File: src/rtl/countdown_pkg.sv
// Shared types and defaults for the countdown timer.
package countdown_pkg;

    typedef enum logic [1:0] {
        CD_IDLE,
        CD_RUN,
        CD_DONE
    } cd_state_t;

    localparam int unsigned CD_DEF_DWIDTH   = 5;
    localparam int unsigned CD_DEF_DEC_SIZE = 1;

endpackage

File: src/rtl/countdown_timer.sv
// Loadable saturating down-counter with a valid/ready start handshake and a one-cycle
// done pulse at expiry.
// Optional: define COUNTDOWN_AUTO_RELOAD_EN to add reload_en and a reload register that
// restarts the countdown from the last accepted load value after each expiry.
module countdown_timer
    import countdown_pkg::*;
#(
    parameter int unsigned DWIDTH   = CD_DEF_DWIDTH,
    parameter int unsigned DEC_SIZE = CD_DEF_DEC_SIZE
) (
    input  logic              clk,
    input  logic              reset_n,
    input  logic              start_valid,
    output logic              start_ready,
    input  logic [DWIDTH-1:0] load_value,
    input  logic              pause,
`ifdef COUNTDOWN_AUTO_RELOAD_EN
    input  logic              reload_en,
`endif
    output logic [DWIDTH-1:0] count,
    output logic              busy,
    output logic              done
);

    localparam logic [DWIDTH-1:0] DecStep = DWIDTH'(DEC_SIZE);

    cd_state_t         state_q, state_d;
    logic [DWIDTH-1:0] count_q, count_d;
    logic              start_fire;

    assign start_fire = start_valid && start_ready;

`ifdef COUNTDOWN_AUTO_RELOAD_EN
    logic [DWIDTH-1:0] reload_q, reload_d;

    // Reload value follows every accepted start.
    always_comb begin
        reload_d = reload_q;
        if (start_fire) begin
            reload_d = load_value;
        end
    end

    // Reload register.
    always_ff @(posedge clk or negedge reset_n) begin
        if (!reset_n) begin
            reload_q <= '0;
        end else begin
            reload_q <= reload_d;
        end
    end
`endif

    // State and count registers.
    always_ff @(posedge clk or negedge reset_n) begin
        if (!reset_n) begin
            state_q <= CD_IDLE;
            count_q <= '0;
        end else begin
            state_q <= state_d;
            count_q <= count_d;
        end
    end

    // Next-state logic.
    always_comb begin
        state_d = state_q;
        unique case (state_q)
            CD_IDLE: begin
                if (start_fire) begin
                    state_d = (load_value == '0) ? CD_DONE : CD_RUN;
                end
            end
            CD_RUN: begin
                if (!pause && (count_q <= DecStep)) begin
                    state_d = CD_DONE;
                end
            end
            CD_DONE: begin
                state_d = CD_IDLE;
`ifdef COUNTDOWN_AUTO_RELOAD_EN
                if (reload_en) begin
                    state_d = (reload_q == '0) ? CD_DONE : CD_RUN;
                end
`endif
            end
            default: state_d = CD_IDLE;
        endcase
    end

    // Count datapath: load on start, saturating decrement in RUN, zero in DONE.
    always_comb begin
        count_d = count_q;
        unique case (state_q)
            CD_IDLE: begin
                if (start_fire) begin
                    count_d = load_value;
                end
            end
            CD_RUN: begin
                if (!pause) begin
                    // Unsigned compare keeps the final step from wrapping below zero.
                    count_d = (count_q <= DecStep) ? '0 : (count_q - DecStep);
                end
            end
            CD_DONE: begin
                count_d = '0;
`ifdef COUNTDOWN_AUTO_RELOAD_EN
                if (reload_en) begin
                    count_d = reload_q;
                end
`endif
            end
            default: count_d = '0;
        endcase
    end

    // Status outputs decoded from the registered state.
    always_comb begin
        start_ready = (state_q == CD_IDLE);
        busy        = (state_q != CD_IDLE);
        done        = (state_q == CD_DONE);
        count       = count_q;
    end

endmodule

File: config.mk
export PLATFORM = sky130hd
export DESIGN_NAME = countdown_timer
export DESIGN_NICKNAME = d
export VERILOG_FILES = /design/src/rtl/countdown_pkg.sv /design/src/rtl/countdown_timer.sv
export SDC_FILE = /design/constraint.sdc
export NUM_CORES = 1
export LEC_CHECK = 0
export ABC_AREA = 0
export CAP_MARGIN = 10
export CORE_AREA = 2 2 39 41
export DETAILED_ROUTE_END_ITERATION = 8
export DIE_AREA = 0 0 41 43
export PLACE_DENSITY = 0.67
export SLEW_MARGIN = 20
export SYNTH_ARGS = -nofsm -noshare
export SYNTH_HDL_FRONTEND = slang
export SYNTH_SLANG_ARGS = --single-unit
File: constraint.sdc
create_clock -name clk -period 2.5 [get_ports clk]
set_clock_uncertainty 0.2 [all_clocks]
set_input_delay 0.5 -clock clk [delete_from_list [all_inputs] [get_ports clk]]
set_output_delay 0.5 -clock clk [all_outputs]
set_load 0.005 [all_outputs]
==> impl_metrics.csv <==
group,metric,value,unit
detailed_routing,firstDrtPassIters,4,
setup_path,cpPeakStageDelay,0.55,ns
setup_path,crit_path_start_kind,"flop",
synthesis,syn_inst,57,
synthesis,synth_ff_type,"dfrtp_1",
die,initial_core_util,36.2,%
global_routing,grt_max_degree,13,
clock_tree,cts_tree,"done",
clock_tree,cts_max_path_buffers,2,
synthesis,netlist_area,500,sq um
detailed_routing,viasPerCell,5.77,
run,cap_violations,0,
power_and_ir_drop,ir_worst_vdd,0.360,mV
setup_path,crit_arrival,1.55,ns
die,die_x,41,um
setup_path,r2r_slack,0.88,ns
synthesis,syn-num-nets,68,
clock_tree,clock_latency,0.26,ns
final_layout,final_cells,91,
setup_path,cp-end-kind,"primary output",
global_routing,grt_pass1_wl,2130,um
die,die_h,43,um
sta,fin_tns_setup,0,ns
placement,place_hpwl,990,um
clock_tree,path_clk_slew,0.06,ns
global_routing,grt_pass1_vias,481,
global_routing,antenna_found_initial,0,
detailed_routing,drt-initial-drc-count,9,
detailed_routing,drc_errors,0,
placement,io_buffers,16,
synthesis,synthTopCellsByArea,"dfrtp_1, ha_1, mux2i_1",
final_layout,final_layout_size_suffix_gt1_share,8.00,%
clock_tree,cts.repair.resized,0,
detailed_routing,vias,525,
final_layout,areaGrowthSynthToFinish,39.5,%
sta,worstMarginPinSlew,0.354,ns
clock_tree,cts_hold_buf,0,
worst_hold_path,hold_class,"in -> async",
power_and_ir_drop,p_per_area,933,nW/um^2
synthesis,synth_edf_count,0,
clock_tree,root_buffer,"clkbuf_4",
die,die_area,1760,sq um
placement,pre_cts_slack,0.455,ns
global_routing,grtUsageTotal,18.3,%
detailed_routing,wl_per_cell,14.9,um
die,io_pins,17,
sta,grt_setup_unrepaired,"false",
global_routing,grt-ovfl-total,0,
detailed_routing,wl,1360,um
clock_tree,cts.sinks,7,
power_and_ir_drop,p_leak,0.270,nW
final_layout,fin_nets,87,
placement,gp_congestion,0.743,
sta,fmax,444,MHz
sta,setup_viol,0,
detailed_routing,antenna_left,0,
sta,post-route-min-period,2.25,ns
synthesis,synth_top_area_cell,"dfrtp_1",
sta,holdWs,0.312,ns
synthesis,synth.avg_cell_area,8.78,sq um
final_layout,diodes,0,
setup_path,path_cells,"nor2_1, clkdlybuf4s50_1",
sta,fin_crit_sh,90.1,%
sta,relSlewSlack,76.3,%
sta,slew_violations,0,
synthesis,synth_common_cells,"dfrtp_1, inv_1, nor2_1",
sta,hold_violations,0,
placement,dp_cells,87,
die,rows,14,
sta,setup_ws,0.247,ns
synthesis,ys_seq_area_share,35.0,%
setup_path,critPathKind,"reg -> out",
synthesis,synthArstFlopShare,100,%
setup_path,cp.required,1.80,ns
status,status,"finished clean",
setup_path,path_max_fanout,12,
synthesis,ys_ff_latch,7,
setup_path,slowest_stage,"clkdlybuf4s50_1",
synthesis,ys.warnings.count,0,
synthesis,synth_most_common_cell,"dfrtp_1",
synthesis,yosysTopAreaCellShare,35.0,%
clock_tree,htree_levels,1,
synthesis,synthDistinctLibCells,29,
clock_tree,numCtsBuffers,3,
clock_tree,post-cts-setup-buffers,0,
die,coreArea,1380,sq um
power_and_ir_drop,finalPower,0.000652,W
==> report_power, final <==
group	switching, W	total [W]	internal, W
Clock	0.0000481	0.000109	0.0000613
Combinational	0.000148	0.000336	0.000187
Sequential	0.0000545	0.000207	0.000152
==> final timing paths <==
kind                       startpoint     endpoint  cells past startpoint
setup / recovery           state_q[0]  start_ready                      2
hold / removal                reset_n     count[1]                      1
setup reg to reg             count[2]     count[3]                      3
hold reg to reg            state_q[1]     count[2]                      1
max in group asynchronous     reset_n     count[3]                      1
min in group clk           state_q[1]     count[2]                      1
==> cells by family (layout without fill, tap and decap cells) <==
| kind of cell | Yosys count | count (layout) | share of synthesized area [%] |
|---|---|---|---|
| mux | 2 | 2 | 4.00 |
| fa+ha+maj | 2 | 2 | 5.00 |
| flops | 7 | 7 | 35.0 |
| compound gates | 19 | 19 | 26.0 |
| buf+inv | 6 | 24 | 4.75 |
| simple gates | 21 | 21 | 25.2 |
==> layout make-up <==
cell class              instances  area (sq um)
fillers                       154           686
multi-input cells              44           302
flip-flops and latches          7           175
repair buffers                 16           160
clock buffers                   4          26.3
well taps                      16          20.0
inverters                       4          15.0
==> flip-flops by register name, indices dropped and copies added (netlist names) <==
register,count
count,5
state_q,2
==> layer usage <==
layer  part of all wire (%)  global-route usage [%]
met1                     41                    22.2
met2                     48                    26.9
met3                    6.9                    4.71
met4                    3.8                    12.0
met5                      0                       0
==> metrics by stage <==
step / cell area (sq um) / utilization, %
detailed placement: 672 / 48.6
global route: 698 / 50.5
global placement: 672 / 48.6
finish: 698 / 50.5
floorplan: 500 / -
CTS: 698 / 50.5
==> critical path, delay by kind of cell, from the launching register on <==
kind	cells	cell delay, ns
DFF	1	0.49
buffers and inverters	1	0.55
and+or+nand+nor	1	0.26
==> cell usage in the layout, fill, tap and decap left out, drive strengths merged <==
cell           Yosys  final
a21oi              3      3
a31o               2      2
a31oi              3      3
a32o               1      1
and2b              1      1
and3b              2      2
clkbuf             1      4
clkdlybuf4s50      0     16
dfrtp              7      7
ha                 2      2
inv                4      4
mux2i              2      2
nand2              1      1
nand2b             2      2
nand3              1      1
nand3b             1      1
nor2               4      4
nor2b              3      3
nor3               2      2
nor3b              2      2
o211ai             2      2
o21ai              3      3
o21ba              1      1
o221ai             1      1
o22ai              2      2
o31ai              1      1
or3                1      1
or4                1      1
(Power assumes the default switching activity.)
